**src/rtl/ytydla_cacc_accumulator_if.sv**
```systemverilog
// Handshake/bus bundle for the CACC channel-loop accumulator.
// master = surrounding logic (CMAC, SDP, config); slave = the accumulator.
interface ytydla_cacc_accumulator_if #(
   parameter int DATA_W = 32,
   parameter int ACC_W  = 48,
   parameter int LEN_W  = 16
);
   logic              cfg_start;
   logic [LEN_W-1:0]  cfg_accum_len;
   logic [LEN_W-1:0]  cfg_out_num;
   logic              accu2cacc_valid;
   logic [DATA_W-1:0] accu2cmac_aggregation;
   logic              cacc2sdp_valid;
   logic              cacc2sdp_ready;
   logic [ACC_W-1:0]  cacc2sdp_data;
   logic              cacc_busy;
   logic              cacc_done;
   logic              cacc_ovf_err;
   logic              cacc_sat_flag;

   modport master (
      output cfg_start, cfg_accum_len, cfg_out_num,
      output accu2cacc_valid, accu2cmac_aggregation, cacc2sdp_ready,
      input  cacc2sdp_valid, cacc2sdp_data,
      input  cacc_busy, cacc_done, cacc_ovf_err, cacc_sat_flag
   );

   modport slave (
      input  cfg_start, cfg_accum_len, cfg_out_num,
      input  accu2cacc_valid, accu2cmac_aggregation, cacc2sdp_ready,
      output cacc2sdp_valid, cacc2sdp_data,
      output cacc_busy, cacc_done, cacc_ovf_err, cacc_sat_flag
   );
endinterface

```
**src/rtl/ytydla_cacc_accumulator.sv**
```systemverilog
// Channel-loop accumulator with 4-entry FWFT result FIFO toward SDP.
// Optional macro YTYDLA_CACC_SAT_EN: saturate instead of wrap, report via cacc_sat_flag.
module ytydla_cacc_accumulator #(
   parameter int DATA_W = 32,
   parameter int ACC_W  = 48,
   parameter int LEN_W  = 16
) (
   input  logic                          ytydla_core_clk,
   input  logic                          ytydla_core_rst_n,
   ytydla_cacc_accumulator_if.slave      bus
);
   typedef enum logic [1:0] {ST_IDLE, ST_RUN, ST_DRAIN} state_t;

   state_t                  r_state;
   logic [LEN_W-1:0]        r_len_m1;
   logic [LEN_W-1:0]        r_num_m1;
   logic [LEN_W-1:0]        r_beat_cnt;
   logic [LEN_W-1:0]        r_res_cnt;
   logic signed [ACC_W-1:0] r_acc;
   logic                    r_busy;
   logic                    r_done;
   logic                    r_ovf;
   logic                    r_sat;

   logic signed [ACC_W-1:0] r_mem [4];
   logic [1:0]              r_wptr;
   logic [1:0]              r_rptr;
   logic [2:0]              r_count;

   logic signed [DATA_W-1:0] w_agg;
   logic signed [ACC_W-1:0]  w_ext;
   logic signed [ACC_W-1:0]  w_base;
   logic signed [ACC_W-1:0]  w_sum;
   logic                     w_clamp;
   logic                     w_beat;
   logic                     w_last_beat;
   logic                     w_last_res;
   logic                     w_full;
   logic                     w_pop;
   logic                     w_push;
   logic                     w_drop;

   assign w_agg  = bus.accu2cmac_aggregation;
   assign w_ext  = ACC_W'(w_agg);
   assign w_base = (r_beat_cnt == '0) ? '0 : r_acc;

`ifdef YTYDLA_CACC_SAT_EN
   logic signed [ACC_W:0] w_wide;
   assign w_wide  = (ACC_W+1)'(w_base) + (ACC_W+1)'(w_ext);
   // Overflow shows up as disagreement between the guard bit and the sign bit.
   assign w_clamp = w_wide[ACC_W] ^ w_wide[ACC_W-1];
   always_comb begin
      if (!w_clamp)
         w_sum = w_wide[ACC_W-1:0];
      else if (w_wide[ACC_W])
         w_sum = {1'b1, {(ACC_W-1){1'b0}}};
      else
         w_sum = {1'b0, {(ACC_W-1){1'b1}}};
   end
`else
   assign w_clamp = 1'b0;
   assign w_sum   = w_base + w_ext;
`endif

   assign w_beat      = (r_state == ST_RUN) && bus.accu2cacc_valid;
   assign w_last_beat = w_beat && (r_beat_cnt == r_len_m1);
   assign w_last_res  = (r_res_cnt == r_num_m1);
   assign w_full      = (r_count == 3'd4);
   assign w_pop       = (r_count != 3'd0) && bus.cacc2sdp_ready;
   // The adder tree cannot stall, so a push into a full FIFO with no pop is lost.
   assign w_push      = w_last_beat && (!w_full || w_pop);
   assign w_drop      = w_last_beat && w_full && !w_pop;

   always_ff @(posedge ytydla_core_clk or negedge ytydla_core_rst_n) begin
      if (!ytydla_core_rst_n) begin
         r_state    <= ST_IDLE;
         r_len_m1   <= '0;
         r_num_m1   <= '0;
         r_beat_cnt <= '0;
         r_res_cnt  <= '0;
         r_acc      <= '0;
         r_busy     <= 1'b0;
         r_done     <= 1'b0;
         r_ovf      <= 1'b0;
         r_sat      <= 1'b0;
      end else begin
         r_done <= 1'b0;
         case (r_state)
            ST_IDLE: begin
               if (bus.cfg_start) begin
                  r_len_m1   <= (bus.cfg_accum_len == '0) ? '0 : bus.cfg_accum_len - LEN_W'(1);
                  r_num_m1   <= (bus.cfg_out_num == '0) ? '0 : bus.cfg_out_num - LEN_W'(1);
                  r_beat_cnt <= '0;
                  r_res_cnt  <= '0;
                  r_acc      <= '0;
                  r_ovf      <= 1'b0;
                  r_sat      <= 1'b0;
                  r_busy     <= 1'b1;
                  r_state    <= ST_RUN;
               end
            end
            ST_RUN: begin
               if (w_beat) begin
                  if (w_clamp)
                     r_sat <= 1'b1;
                  if (w_last_beat) begin
                     r_acc      <= '0;
                     r_beat_cnt <= '0;
                     r_res_cnt  <= r_res_cnt + LEN_W'(1);
                     if (w_drop)
                        r_ovf <= 1'b1;
                     if (w_last_res)
                        r_state <= ST_DRAIN;
                  end else begin
                     r_acc      <= w_sum;
                     r_beat_cnt <= r_beat_cnt + LEN_W'(1);
                  end
               end
            end
            ST_DRAIN: begin
               if (r_count == 3'd0) begin
                  r_state <= ST_IDLE;
                  r_busy  <= 1'b0;
                  r_done  <= 1'b1;
               end
            end
            default: r_state <= ST_IDLE;
         endcase
      end
   end

   always_ff @(posedge ytydla_core_clk or negedge ytydla_core_rst_n) begin
      if (!ytydla_core_rst_n) begin
         r_wptr  <= '0;
         r_rptr  <= '0;
         r_count <= '0;
         for (int i = 0; i < 4; i++)
            r_mem[i] <= '0;
      end else begin
         if (w_push) begin
            r_mem[r_wptr] <= w_sum;
            r_wptr        <= r_wptr + 2'd1;
         end
         if (w_pop)
            r_rptr <= r_rptr + 2'd1;
         case ({w_push, w_pop})
            2'b10:   r_count <= r_count + 3'd1;
            2'b01:   r_count <= r_count - 3'd1;
            default: r_count <= r_count;
         endcase
      end
   end

   assign bus.cacc2sdp_valid = (r_count != 3'd0);
   assign bus.cacc2sdp_data  = r_mem[r_rptr];
   assign bus.cacc_busy      = r_busy;
   assign bus.cacc_done      = r_done;
   assign bus.cacc_ovf_err   = r_ovf;
   assign bus.cacc_sat_flag  = r_sat;
endmodule

```
**src/flat_wrapper.sv**
```systemverilog
// flat-port wrapper written by rule: the top's interface ports become plain ports
module ytydla_cacc_accumulator_flat 
#(
   parameter int DATA_W = 32,
   parameter int ACC_W  = 48,
   parameter int LEN_W  = 16
)
  (ytydla_core_clk, ytydla_core_rst_n, bus_cfg_start, bus_cfg_accum_len, bus_cfg_out_num, bus_accu2cacc_valid, bus_accu2cmac_aggregation, bus_cacc2sdp_ready, bus_cacc2sdp_valid, bus_cacc2sdp_data, bus_cacc_busy, bus_cacc_done, bus_cacc_ovf_err, bus_cacc_sat_flag);
  ytydla_cacc_accumulator_if #(.DATA_W(DATA_W), .ACC_W(ACC_W), .LEN_W(LEN_W)) bus_i ();
  input  logic ytydla_core_clk;
  input  logic ytydla_core_rst_n;
  input wire logic [$bits(bus_i.cfg_start)-1:0] bus_cfg_start;
  input wire logic [$bits(bus_i.cfg_accum_len)-1:0] bus_cfg_accum_len;
  input wire logic [$bits(bus_i.cfg_out_num)-1:0] bus_cfg_out_num;
  input wire logic [$bits(bus_i.accu2cacc_valid)-1:0] bus_accu2cacc_valid;
  input wire logic [$bits(bus_i.accu2cmac_aggregation)-1:0] bus_accu2cmac_aggregation;
  input wire logic [$bits(bus_i.cacc2sdp_ready)-1:0] bus_cacc2sdp_ready;
  output wire logic [$bits(bus_i.cacc2sdp_valid)-1:0] bus_cacc2sdp_valid;
  output wire logic [$bits(bus_i.cacc2sdp_data)-1:0] bus_cacc2sdp_data;
  output wire logic [$bits(bus_i.cacc_busy)-1:0] bus_cacc_busy;
  output wire logic [$bits(bus_i.cacc_done)-1:0] bus_cacc_done;
  output wire logic [$bits(bus_i.cacc_ovf_err)-1:0] bus_cacc_ovf_err;
  output wire logic [$bits(bus_i.cacc_sat_flag)-1:0] bus_cacc_sat_flag;
  assign bus_i.cfg_start = bus_cfg_start;
  assign bus_i.cfg_accum_len = bus_cfg_accum_len;
  assign bus_i.cfg_out_num = bus_cfg_out_num;
  assign bus_i.accu2cacc_valid = bus_accu2cacc_valid;
  assign bus_i.accu2cmac_aggregation = bus_accu2cmac_aggregation;
  assign bus_i.cacc2sdp_ready = bus_cacc2sdp_ready;
  assign bus_cacc2sdp_valid = bus_i.cacc2sdp_valid;
  assign bus_cacc2sdp_data = bus_i.cacc2sdp_data;
  assign bus_cacc_busy = bus_i.cacc_busy;
  assign bus_cacc_done = bus_i.cacc_done;
  assign bus_cacc_ovf_err = bus_i.cacc_ovf_err;
  assign bus_cacc_sat_flag = bus_i.cacc_sat_flag;
  ytydla_cacc_accumulator #(.DATA_W(DATA_W), .ACC_W(ACC_W), .LEN_W(LEN_W)) u_core (.ytydla_core_clk(ytydla_core_clk), .ytydla_core_rst_n(ytydla_core_rst_n), .bus(bus_i));
endmodule
```
**config.mk**
```make
export PLATFORM = sky130hd
export DESIGN_NAME = ytydla_cacc_accumulator_flat
export DESIGN_NICKNAME = d
export VERILOG_FILES = /design/src/rtl/ytydla_cacc_accumulator_if.sv /design/src/rtl/ytydla_cacc_accumulator.sv /design/src/flat_wrapper.sv
export SDC_FILE = /design/constraint.sdc
export NUM_CORES = 1
export LEC_CHECK = 0
export CORE_ASPECT_RATIO = 1.25
export CORE_MARGIN = 8
export CORE_UTILIZATION = 30
export CTS_CLUSTER_DIAMETER = 50
export DETAILED_ROUTE_END_ITERATION = 6
export MAX_ROUTING_LAYER = met4
export SYNTH_ARGS = -nofsm -noshare
export SYNTH_HDL_FRONTEND = slang
export SYNTH_SLANG_ARGS = --single-unit
export TNS_END_PERCENT = 50
```
**constraint.sdc**
```tcl
create_clock -name ytydla_core_clk -period 3.62 [get_ports ytydla_core_clk]
set_input_delay 0.724 -clock ytydla_core_clk [delete_from_list [all_inputs] [get_ports ytydla_core_clk]]
set_output_delay 0.724 -clock ytydla_core_clk [all_outputs]
set_load 0.01 [all_outputs]
```
# Word-level counts from Yosys, hierarchy flattened
# Cells that the tools add are included.
[word_totals] ff_bits=316 latchBits=0 mem_bits_rw=0 romBits=0 in_bits=69 out_inout_bits=53 word_cells=105 memories=0
[classes] addsub=9 n_mul=0 n_div=0 order_cmp=3 eq_ne=13 shift=0 n_mux=37 bitwise_logic=2 reduce_logical=25
[op_table] op="$mux W48" n=7
[op_table] op="$bwmux W192" n=1
[op_table] op="$mux W16" n=7
[op_table] op="$bmux W48 S2" n=1
[op_table] op="$demux W48 S2" n=1
[op_table] op="$pmux W48 S2" n=1
[op_table] op="$pmux W16 S2" n=2
[op_table] op="$add A48 B32 Y48" n=1
[op_table] op="$logic_not A16 Y1" n=3
[op_table] op="$add A16 B1 Y16 const B" n=2
[op_table] op="$eq A16 B16 Y1" n=2
[op_table] op="$sub A16 B1 Y16 const B" n=2
[op_table] op="$mux W2" n=5
[op_table] op="$ne A2 B1 Y1 const B" n=5
[op_table] op="$reduce_and A5 Y1" n=2
[op_table] op="$mux W1" n=8
[op_table] op="$logic_and A1 B1 Y1" n=7
[op_table] op="$ge A3 B3 Y1 const B" n=2
[op_table] op="$not A2 Y3" n=2
[op_table] op="$pmux W2 S3" n=1
[op_table] op="$pmux W3 S2" n=1
[op_table] op="$reduce_and A3 Y1" n=2
[op_table] op="$reduce_bool A2 Y1" n=3
[op_table] op="$add A2 B1 Y2 const B" n=2
[op_table] op="other kinds (15)" n=19

# Logic depth before layout (Yosys ltp)
# Gate-level depths: netlist of run 1.
[depth] depth_word=9 ltp_mapped=19

# Worst setup path before layout of run 1
# Ideal clock, no wire load.
[synth_timing] path_kind="reg-to-reg" start="register u_core.r_beat_cnt[0]" end="register u_core.r_acc[34]" t_arrival_ns=3.843 setup_slack_ns=-0.355 path_stages_with_launch=20 path_buffers=2 synth_period_minus_slack_ns=3.975 path_cell_list="dfrtp_1 inv_1 ha_1 nor4b_1 nand4_1 clkbuf_1 clkbuf_1 and2_1 ha_1 fa_1 a211oi_1 o21bai_1 a22o_1 o21ba_2 a31oi_4 o31ai_4 a31oi_1 o21bai_1 xnor2_2 o21ai_0"
[synth_between] elab_chain_len=6 elab_cells_between_ends=8 classes_between="add/sub: 1; eq/ne: 1; mux: 4; reduce/logical: 2"
[synth_lines] item="from (decl)" line_no="ytydla_cacc_accumulator.sv:17" rtl="logic [LEN_W-1:0] r_beat_cnt;"
[synth_lines] item="from (signal assigned)" line_no="ytydla_cacc_accumulator.sv:116" rtl="r_beat_cnt <= r_beat_cnt + LEN_W'(1);"
[synth_lines] item="$logic_not A16 Y1" line_no="ytydla_cacc_accumulator.sv:45" rtl="assign w_base = (r_beat_cnt == '0) ? '0 : r_acc;"
[synth_lines] item="$mux W48" line_no="ytydla_cacc_accumulator.sv:45"
[synth_lines] item="$add A48 B32 Y48" line_no="ytydla_cacc_accumulator.sv:62" rtl="assign w_sum = w_base + w_ext;"
[synth_lines] item="$mux W48 (*)" line_no="ytydla_cacc_accumulator.sv:106" rtl="if (w_last_beat) begin"
[synth_lines] item="$mux W48 (*)" line_no="ytydla_cacc_accumulator.sv:103" rtl="if (w_beat) begin"
[synth_lines] item="$pmux W48 S2 (*)" line_no="ytydla_cacc_accumulator.sv:88" rtl="case (r_state)"
[synth_lines] item="to (signal assigned)" line_no="ytydla_cacc_accumulator.sv:115" rtl="r_acc <= w_sum;"
[synth_lines] item="to (decl)" line_no="ytydla_cacc_accumulator.sv:19" rtl="logic signed [ACC_W-1:0] r_acc;"
# Mark *: on every way between the ends. The rest lies on a longest branch, timed or not. The select of a mux whose other input is x is not followed.
# A chain may end at the register's enable or synchronous reset.

# Worst setup path after layout of run 1
[layout_timing] start="register u_core.r_beat_cnt[1]" end="register u_core.r_mem[44] in the netlist's numbering"
[layout_between] elab_chain_len=4 elab_cells_between_ends=7 classes_between="add/sub: 1; eq/ne: 1; mux: 2; reduce/logical: 3"
[layout_lines] item="$logic_not A16 Y1" line_no="ytydla_cacc_accumulator.sv:45"
[layout_lines] item="$mux W48" line_no="ytydla_cacc_accumulator.sv:45"
[layout_lines] item="$add A48 B32 Y48" line_no="ytydla_cacc_accumulator.sv:62"
[layout_lines] item="$bwmux W192" line_no="ytydla_cacc_accumulator.sv:141" rtl="r_mem[r_wptr] <= w_sum;"
[layout_lines] item="to (signal, indexed assignment)" line_no="ytydla_cacc_accumulator.sv:141"
[layout_lines] item="to (decl)" line_no="ytydla_cacc_accumulator.sv:25" rtl="logic signed [ACC_W-1:0] r_mem [4];"
# Several ways; a longest one is shown, not always the timed one.

==> summary.txt, run 1 <==
Logic synthesis
  • Count of cell types in the netlist: 72
  • Fraction of registers with async set/reset: 100%
  • Post-synth EDFFs: 0
  • Flops & latches, synth: 316
  • Main flop type after synthesis: dfrtp_1
  • Ys Warns: 0
  • Synth top area cells: dfrtp_1 47%, nand2_1 7.6%, o21ai_0 7.3%
  • Synthesized instance count: 1749
  • Synth Cell Area: 16900 um^2
  • Synth area leader: dfrtp_1
  • Synthesized area per cell: 9.65 um^2
  • Post-synth net total: 1877
  • Sequential area share after synthesis: 46.9%
  • Yosys top cell area share: 46.9%

Status
  • Failing checks: setup timing
  • Status: complete, but fails checks

Global routing
  • Vias in the first global route: 14300
  • First-pass GRT wire length: 75300 um
  • Initial antenna violation count: 0
  • Gr ovfl total: 0
  • Largest net degree at the start of global routing: 84
  • Global Route Usage Sum: 14.6%

STA
  • Crit share post-route: 103%
  • Worst-Margin Slew: 0.675 ns
  • Final setup violation count: 61
  • Hold Fails Final Rpt: 0
  • RSZ-0062 raised after global routing: true
  • TNS Setup: -2.76 ns
  • Fin Hold WS: 0.164 ns
  • Final Max Tran Viols: 0
  • Period minus WS final: 3.74 ns
  • F_max: 268 MHz
  • Final setup margin: -0.116 ns
  • Max-slew headroom: 55.0%
  • Clock Skews: 0.0202 ns

Detailed routing
  • Vias: 13600
  • Residual DRC: 0
  • Via density: 4.85
  • Detailed Route WL: 46300 um
  • WL per Instance: 16.5 um
  • Drt initial violations: 863
  • Pre-antenna DRT Iters: 5
  • Detail Route Antenna Nets: 0

Critical path
  • Worst Setup End Kind: register
  • Crit-path max cell delay: 0.40 ns
  • CP Max Fanout: 8
  • WS Path Type: reg -> reg
  • Critical path required time: 4.04 ns
  • WP data arrival: 4.16 ns
  • Reg2Reg Depth: 19
  • Cells along the critical path: inv_2 > ha_4 > nor4b_4 > nand4_1 > buf_6 > and2_4 > ha_4 > fa_2 > a211oi_2 > o21bai_1 > a22o_1 > nor3_2 > o21ai_2 > a21oi_4 > o31ai_4 > a21oi_2 > xor2_1 > buf_4 > o21ai_0
  • Slowest CP cell: fa_2
  • Critical Path Source Type: register
  • Most Frequent Cell on Critical Path: ha_4

Power
  • Cell Int Power: 11.3 mW
  • Switch Pwr: 6.79 mW
  • Clock Power Share: 23.6%
  • Peak supply drop: 0.311 mV
  • Comb power frac: 51.6%
  • P_leak: 10.1 nW
  • Power Dens Cells: 789 nW/um^2
  • Sw Ratio: 37.6%
  • Sequential power share: 24.8%

CTS
  • Reg clk slew, reported paths: 0.06 ns
  • Root Driver: clkbuf_16
  • Clock Latency Late Sink: 0.57 ns
  • Clk sinks: 316
  • CTS tree: yes
  • Max clock buf depth: 3
  • CTS H-Tree Depth: 2
  • Num CTS Buffers: 41

Floorplan
  • Core area: 55800 um^2
  • Die Height: 281 um
  • Cell Rows: 97
  • Die Width: 228 um
  • I/O pin total: 122
  • Die area: 64100 um^2
  • Starting Density: 30.2%

Worst hold path
  • Hold Path Class: in -> async

Run
  • Max Cap Viol: 0

Cells and area
  • Post-Route Utilization: 41.0%
  • Final nets: 2167
  • FILL cells: 5433
  • ANT cells: 0
  • Area grow syn2layout: 35.7%
  • Area taken by multi-input logic gates: 9370 um^2
  • FF+latch area: 7910 um^2
  • Layout cell share with drive strength beyond 1: 25.0%

Placement
  • Post-DP HPWL: 32700 um
  • Port bufs: 120
  • Placer Congestion: 0.861
==> worst paths after layout <==
kind	slack [ns]	start	end
max	-0.12	u_core.r_beat_cnt[1]$_DFFE_PN0P_	u_core.r_mem[44]$_DFFE_PN0P_
min	0.16	ytydla_core_rst_n	u_core.r_mem[67]$_DFFE_PN0P_
max reg2reg	-0.12	u_core.r_beat_cnt[1]$_DFFE_PN0P_	u_core.r_mem[44]$_DFFE_PN0P_
min reg2reg	0.47	u_core.r_mem[36]$_DFFE_PN0P_	u_core.r_mem[36]$_DFFE_PN0P_
max in group asynchronous	2.61	ytydla_core_rst_n	u_core.r_acc[4]$_DFFE_PN0P_
min in group ytydla_core_clk	0.47	u_core.r_mem[36]$_DFFE_PN0P_	u_core.r_mem[36]$_DFFE_PN0P_
==> cell usage in the layout (no fill, tap or decap), types with 7 or more instances in the layout <==
| cell | Yosys | routed |
|---|---|---|
| nand2_1 | 342 | 339 |
| dfrtp_1 | 316 | 314 |
| buf_4 | 6 | 206 |
| o21ai_0 | 246 | 170 |
| clkdlybuf4s50_1 | 0 | 119 |
| nor2_1 | 81 | 80 |
| o21ai_1 | 22 | 73 |
| a21oi_1 | 84 | 62 |
| xnor2_1 | 68 | 61 |
| xor2_1 | 58 | 54 |
| mux4_2 | 48 | 48 |
| and2_1 | 56 | 41 |
| clkbuf_16 | 0 | 41 |
| a21o_1 | 37 | 35 |
| ha_1 | 57 | 32 |
| inv_1 | 26 | 24 |
| o21ai_2 | 2 | 24 |
| ha_4 | 0 | 23 |
| nand4_1 | 21 | 21 |
| a21oi_2 | 2 | 21 |
| nand3_1 | 19 | 19 |
| or3_1 | 16 | 16 |
| and2_4 | 0 | 15 |
| buf_6 | 5 | 13 |
| nor3_1 | 14 | 11 |
| buf_12 | 0 | 11 |
| nand2b_1 | 11 | 10 |
| o21bai_1 | 13 | 10 |
| nor4_1 | 8 | 7 |
| and3_1 | 7 | 7 |
| clkbuf_1 | 65 | 7 |
==> cells in the mapped netlist, drive strengths merged (9+ instances only) <==
| cell | instances |
|---|---|
| buf | 32 |
| clkbuf | 73 |
| xor2 | 59 |
| dfrtp | 316 |
| mux4 | 48 |
| nand4 | 21 |
| nand3 | 20 |
| o21ai | 270 |
| nor3 | 15 |
| nor2 | 83 |
| o21bai | 13 |
| or3 | 20 |
| a21oi | 86 |
| nand2 | 345 |
| inv | 27 |
| and2 | 56 |
| nand2b | 11 |
| ha | 57 |
| a31oi | 9 |
| o31ai | 15 |
| xnor2 | 69 |
| a21o | 37 |
==> logic make-up (layout without fill, tap and decap cells) <==
kind of cell	Yosys count	in the layout	share of synthesized area (%)
simple gates	603	603	16.1
xor+xnor	128	128	6.73
buf+inv	132	452	3.48
mux	50	50	6.52
fa+ha+maj	59	59	4.46
compound gates	460	460	15.8
other cells	1	1	0.0222
flops	316	316	46.9
==> critical path, delay by kind of cell (launching register included) <==
kind                       cells  cell delay, ns
DFF                            1            0.39
buffers and inverters          3            0.43
AOI/OAI and AO/OA              8            1.27
adders and majority gates      3            0.68
and+or+nand+nor                4            0.66
xor gates and xnor gates       1            0.16
==> cell type report <==
| class | count | share of cell area [%] |
|---|---|---|
| Clock inverter | 21 | 1.42 |
| Inverter | 27 | 0.443 |
| Sequential cell | 316 | 34.6 |
| Timing Repair Buffer | 352 | 13.8 |
| Clock buffer | 52 | 4.84 |
| Tap cell | 742 | 4.05 |
| Multi-Input combinational cell | 1301 | 40.9 |
==> metal layers <==
layer | GRT usage [%] | part of all wire [%]
met5 | - | 0
met4 | 3.62 | 2.1
met3 | 2.66 | 4.1
met2 | 25.0 | 49
met1 | 17.8 | 45
==> power by group through the flow <==
stage	clock, mW	sequential [mW]	combinational, mW
finish	4.27	4.48	9.31
global route	4.53	4.54	10.2
CTS	4.37	4.47	7.99
detailed placement	0	4.53	7.73
global placement	0	4.51	7.63
floorplan	0	4.34	4.43
==> flip-flops by register name, summed over array words and instances (netlist names) <==
signal	flops
u_core.r_mem	192
u_core.r_acc	48
u_core.r_beat_cnt	16
u_core.r_len_m1	16
u_core.r_num_m1	16
u_core.r_res_cnt	16
u_core.r_count	3
u_core.r_rptr	2
u_core.r_state	2
u_core.r_wptr	2
u_core.bus.cacc_busy	1
u_core.bus.cacc_done	1
u_core.bus.cacc_ovf_err	1
==> metrics by stage <==
stage	instances	instance area (um^2)	setup slack, ns	power, mW
3_3_place_gp	2717	20300	-0.335	12.1
5_1_grt	2811	22900	-0.320	19.3
3_5_place_dp	2717	20300	-0.380	12.3
4_1_cts	2793	21900	-0.253	16.8
6_report	2811	22900	-0.116	18.1
2_1_floorplan	1749	16900	-0.116	8.77
==> timing repair <==
item,4_1_cts,5_1_grt
pin swaps,12,88
setup endpoints to repair,127,180
hold buffers,0,0
resized for setup,22,227
buffers inserted,3,21
gates cloned,0,1
No activity file was read; power rests on OpenSTA's default activity.
==> run 2, diff against run 1 <==
CAP_MARGIN = 20   (was unset)
==> results of run 2 <==
Same layout as run 1: the final DEF is identical, and so are final timing and power.
==> run 3, diff against run 2 <==
PLACE_DENSITY_LB_ADDON = 0.05   (was unset)
==> summary.txt, run 3 (synthesis gave the netlist of run 1 again) <==
Floorplan
  • Die Height: 281 um
  • Die Width: 228 um
  • Core area: 55800 um^2
  • Cell Rows: 97
  • I/O pin total: 122
  • Starting Density: 30.2%
  • Die area: 64100 um^2

Placement
  • Port bufs: 120
  • Post-DP HPWL: 35100 um
  • Placer Congestion: 0.802
  • Placed cell count: 2755
  • Placed cell area: 20600 um^2
  • Pre-CTS WS: -0.532 ns

Detailed routing
  • WL per Instance: 17.5 um
  • Detail Route Antenna Nets: 0
  • Via density: 4.72
  • Residual DRC: 0
  • Detailed Route WL: 50200 um
  • Drt initial violations: 577
  • Pre-antenna DRT Iters: 5
  • Vias: 13500

STA
  • Worst-Margin Slew: 0.661 ns
  • Final setup violation count: 115
  • Final setup margin: -0.266 ns
  • Final Max Tran Viols: 0
  • RSZ-0062 raised after global routing: true
  • Clock Skews: 0.0220 ns
  • Period minus WS final: 3.89 ns
  • F_max: 257 MHz
  • Hold Fails Final Rpt: 0
  • TNS Setup: -15.93 ns
  • Fin Hold WS: 0.172 ns
  • Crit share post-route: 107%
  • Max-slew headroom: 55.9%

Cells and area
  • Max FFs per register: 192
  • Finished Cell Area: 23200 um^2
  • Commonest non-fill, non-tap cell in the layout: nand2_1
  • Final nets: 2214
  • Commonest non-fill, non-tap cells in the layout: 336 x nand2_1, 314 x dfrtp_1, 245 x buf_4
  • Final cell count without fillers: 2859
  • FILL cells: 5575
  • Biggest register: u_core.r_mem
  • Post-Route Utilization: 41.6%
  • Layout cell share with drive strength beyond 1: 26.5%
  • ANT cells: 0
  • Area grow syn2layout: 37.7%
  • Biggest regs: u_core.r_mem x192, u_core.r_acc x48

Critical path
  • Critical path buffers and inverters: 5
  • Slowest CP cell: dfrtp_1
  • Crit-path max cell delay: 0.38 ns
  • Critical Path Source Type: register
  • Cells along the critical path: inv_2 > ha_4 > nor4b_4 > nand4_1 > buf_6 > buf_4 > buf_16 > and2_4 > ha_4 > and4_1 > and2_4 > a21boi_4 > a21oi_4 > o21a_4 > o21ai_4 > o31ai_4 > o41ai_2 > xnor2_1 > buf_4 > a21oi_2
  • Worst Setup End Kind: register
  • WP data arrival: 4.33 ns
  • WS Path Type: reg -> reg
  • Critical path required time: 4.06 ns
  • CP Max Fanout: 5
  • Top cell family by delay on the critical path: compound AO/OA/AOI/OAI gates

Status
  • Status: complete, but fails checks
  • Failing checks: setup timing

Global routing
  • Gr ovfl total: 0
  • Global Route Usage Sum: 16.2%
  • Vias in the first global route: 14400
  • Largest net degree at the start of global routing: 84
  • Initial antenna violation count: 0
  • First-pass GRT wire length: 80800 um

CTS
  • Num CTS Buffers: 44
  • Max clock buf depth: 3
  • CTS H-Tree Depth: 2
  • Clock Latency Late Sink: 0.56 ns
  • Root Driver: clkbuf_16
  • Hold-fix buffers, CTS: 0
  • Reg clk slew, reported paths: 0.06 ns
  • Clk sinks: 316
  • CTS tree: yes

Power
  • PnR Total Power: 18.5 mW
  • P_leak: 10.3 nW
  • Peak supply drop: 0.379 mV
  • Power Dens Cells: 798 nW/um^2

Run
  • Max Cap Viol: 0

Worst hold path
  • Hold Path Class: in -> async
==> run 3: area by class of cell <==
cell class	count	area (um^2)	share of cell area, %
Timing Repair Buffer	396	3570	15.4
Multi-Input combinational cell	1301	9270	39.9
Clock buffer	61	1250	5.36
Clock inverter	16	205	0.883
Inverter	27	101	0.436
Sequential cell	316	7910	34.0
Tap cell	742	928	3.99
==> run 3: worst reg2reg max path: cells and delay by family (launching register included) <==
kind | cells | cell delay (ns)
buffers and inverters | 5 | 0.73
XOR/XNOR | 1 | 0.17
AND/OR/NAND/NOR | 5 | 0.86
AO/OA/AOI/OAI | 7 | 1.28
adder cells (fa/ha/maj) | 2 | 0.40
flip-flops | 1 | 0.38
==> run 3: per-layer routing <==
metal | vias up | GRT usage (%) | share of wire (%)
met5 | - | - | 0
met4 | 0 | 3.69 | 1.7
met3 | 50 | 2.49 | 2.8
met2 | 157 | 28.8 | 51
met1 | 6527 | 19.2 | 45
li1 | 6756 | - | -
==> run 3: final timing paths <==
path                                                     to                        startpoint  slack, ns  cells after the start
min in group ytydla_core_clk   u_core.r_mem[49]$_DFFE_PN0P_      u_core.r_mem[49]$_DFFE_PN0P_       0.47                      2
max                           u_core.r_mem[143]$_DFFE_PN0P_  u_core.r_beat_cnt[0]$_DFFE_PN0P_      -0.27                     20
max reg2reg                   u_core.r_mem[143]$_DFFE_PN0P_  u_core.r_beat_cnt[0]$_DFFE_PN0P_      -0.27                     20
max in group asynchronous      u_core.r_mem[42]$_DFFE_PN0P_                 ytydla_core_rst_n       2.54                      2
min reg2reg                    u_core.r_mem[49]$_DFFE_PN0P_      u_core.r_mem[49]$_DFFE_PN0P_       0.47                      2
min                           u_core.r_mem[163]$_DFFE_PN0P_                 ytydla_core_rst_n       0.17                      1
==> run 3: repair_timing <==
action,in CTS,in global routing
setup endpoints to repair,143,178
setup buffers,18,12
pin swaps,57,71
cloned,2,1
gates resized for setup,125,129
==> run 3: report_power, final <==
group	switching (mW)	internal [mW]	total, mW	leakage [nW]
logic	4.91	4.89	9.80	5.36
registers	0.373	4.07	4.44	4.25
clock network	1.66	2.64	4.30	0.704
==> variant (flow settings as in run 1) <==
Re-encode `state_t` (3 states) as one-hot, 3 bits wide.
--- a/src/rtl/ytydla_cacc_accumulator.sv
+++ b/src/rtl/ytydla_cacc_accumulator.sv
@@ -9,7 +9,7 @@
    input  logic                          ytydla_core_rst_n,
    ytydla_cacc_accumulator_if.slave      bus
 );
-   typedef enum logic [1:0] {ST_IDLE, ST_RUN, ST_DRAIN} state_t;
+   typedef enum logic [2:0] {ST_IDLE = 3'b001, ST_RUN = 3'b010, ST_DRAIN = 3'b100} state_t;
 
    state_t                  r_state;
    logic [LEN_W-1:0]        r_len_m1;
Behaviour: no difference found for any inputs over 4 cycles, from zero or initial values and one cycle with ytydla_core_rst_n low; so few cycles prove little.
==> variant against run 1 <==
The run still ends with negative setup slack left; non-clock buffer count decreased by 15; sequential cell count rose by 1; synthesized area grew 0.84%; core utilization down 1.1 points; largest cell class unchanged; setup slack worse by 0.12 ns; wire length grew 1.1%; worst hold slack gained 0.045 ns; first-iteration DRC count down 18%; cell area fell by 2.1%; count of clock-buffer cells in the layout is 2 higher.
Power is not compared: it rests on default switching activity, and its combinational part moved more than twofold at a synthesized area within 25%.
==> variant: results (changes against run 1) <==
[outcome]
status=finished, violations left  ; unchanged
violations=negative setup slack  ; unchanged

[global_routing]
grt_usage_pct=14.83  ; was 14.62%
antenna_found_initial=1  ; was 0
grt_pass1_wl_um=76540  ; was 75280 um
grt_start_max_net_pins=94  ; was 84

[worst_hold_path]
min_path_type=in -> async  ; unchanged

[timing]
worst_slack_ns=-0.2404  ; was -0.1165 ns
slew_viol_final=0  ; unchanged
hold-worst-slack_ns=0.2089  ; was 0.1636 ns
slew_headroom_pct=50.61  ; was 55.02%
tns_ns=-8.698  ; was -2.764 ns
fin_skew_ns=0.01910  ; was 0.02019 ns
setup_violations=78  ; was 61

[power_and_ir_drop]
peakVddDrop_v=0.0003006
p_leak_nw=10.01

[routing]
wl_um=46810  ; was 46320 um
first_iter_violations=704  ; was 863
drt-pass1-iter-count=4  ; was 5
viasPerCell=4.907  ; was 4.849

[logic_synthesis]
ys_types=77  ; was 72
ys_async_sr_fraction_pct=100.0  ; unchanged
netlist_top_cells_area=dfrtp_1 46%, o21ai_0 7.1%, nand2_1 6.9%  ; was dfrtp_1 47%, nand2_1 7.6%, o21ai_0 7.3%
yosysSeqAreaShare_pct=46.63  ; was 46.86%
syn_nets=1868  ; was 1877
netlist_top_cells_count=316 x dfrtp_1, 315 x nand2_1, 241 x o21ai_0  ; was 342 x nand2_1, 316 x dfrtp_1, 246 x o21ai_0
yosys_warnings=0  ; unchanged

[cts]
clockBufferDepth=3  ; unchanged
cts.clk_slew.worst_paths_ns=0.06  ; about the same
cts_root_buffer=clkbuf_16  ; unchanged
cts_buffers=41  ; unchanged
clkLatencyLatePin_ns=0.55  ; was 0.57 ns
htree_levels=2  ; unchanged

[placed_design]
hpwlAfterDp_um=33150  ; was 32690 um
post-place-ws_ns=-0.4035  ; was -0.3803 ns
gp_congestion=0.8871  ; was 0.8614
port_buffers=120  ; unchanged

[setup_path]
r2r-start=u_core.r_beat_cnt[0]$_DFFE_PN0P_  ; was u_core.r_beat_cnt[1]$_DFFE_PN0P_
max_stage_delay_ns=0.44  ; was 0.40 ns
crit_family=compound AO/OA/AOI/OAI gates  ; unchanged
reg2regPathDepth=18  ; was 19
r2r_end=u_core.r_mem[140]$_DFFE_PN0P_  ; was u_core.r_mem[44]$_DFFE_PN0P_
arrival_ns=4.34  ; was 4.16 ns
cp_max_fo=13  ; was 8
cpMaxStageDelayCell=or4_4  ; was fa_2

[cells_and_area]
nets=2146  ; was 2167
largestRegisters=u_core.r_mem (192), u_core.r_acc (48)  ; unchanged
drive_gt1_share_pct=22.07  ; was 24.99%

variant: changes by cell type after synthesis, sizes merged, moves of 8 or more:
cell | run 1 | this run
nand2 | 345 | 315
mux2 | 0 | 24
o21ai | 270 | 250
buf | 32 | 19
clkbuf | 73 | 83
a21o | 37 | 28
nor4 | 8 | 16
xor2 | 59 | 51
variant: cells by family (layout without fill, tap and decap cells):
family	count (synthesis)	in the layout	share of synthesized area, %
mux	74	74	8.059
flops	317	317	46.63
compound gates	446	446	15.46
fa+ha+maj	59	59	4.426
xor+xnor	120	120	6.265
other cells	1	2	0.02204
simple gates	594	594	16.18
buf+inv	129	437	2.971
variant: worst max path at each step:
stage / cells after the start / from / end / slack [ns]
after floorplan: 18 / u_core.r_beat_cnt[0]$_DFFE_PN0P_ / u_core.r_mem[182]$_DFFE_PN0P_ / -0.08
after global placement: 17 / u_core.r_beat_cnt[1]$_DFFE_PN0P_ / u_core.r_mem[38]$_DFFE_PN0P_ / -0.32
after detailed placement: 17 / u_core.r_beat_cnt[1]$_DFFE_PN0P_ / u_core.r_mem[134]$_DFFE_PN0P_ / -0.40
after CTS: 17 / u_core.r_beat_cnt[0]$_DFFE_PN0P_ / u_core.r_mem[46]$_DFFE_PN0P_ / -0.31
after global routing: 16 / u_core.r_beat_cnt[2]$_DFFE_PN0P_ / u_core.r_mem[38]$_DFFE_PN0P_ / -0.46
final: 18 / u_core.r_beat_cnt[0]$_DFFE_PN0P_ / u_core.r_mem[140]$_DFFE_PN0P_ / -0.24
variant: per-stage QoR:
step	power (W)	cells	instance area [um2]
after CTS	0.01103	2786	22190
after global placement	0.006708	2706	20470
final	0.01088	2791	22410
after global routing	0.01149	2791	22410
after floorplan	0.005761	1740	17060
after detailed placement	0.006759	2706	20470
variant: repair_timing:
item / CTS / global route
setup endpoints to repair: 129 / 185
cloned: 1 / 0
pin swaps: 20 / 17
resized for setup: 54 / 78
setup buffers: 6 / 4
variant: power by group:
part           switching [W]  total (W)  internal [W]
registers           0.000391    0.00433       0.00394
clock network        0.00159    0.00412       0.00253
logic                0.00132    0.00242       0.00110
variant: metal layers:
metal	GRT usage, %	wire (um)
met5	-	0
met4	4.533	984
met3	2.648	2097
met2	25.52	23400
met1	17.63	20320
variant: area by class of cell:
| cell class | instances | area, um2 |
|---|---|---|
| fillers | 5514 | 33670 |
| multi-input cells | 1294 | 9070 |
| flip-flops and latches | 317 | 7939 |
| repair buffers | 337 | 2979 |
| clock buffers | 54 | 1136 |
| well taps | 742 | 928.4 |
| clock inverters | 19 | 249.0 |
| inverters | 27 | 101.3 |
| diodes | 1 | 2.502 |
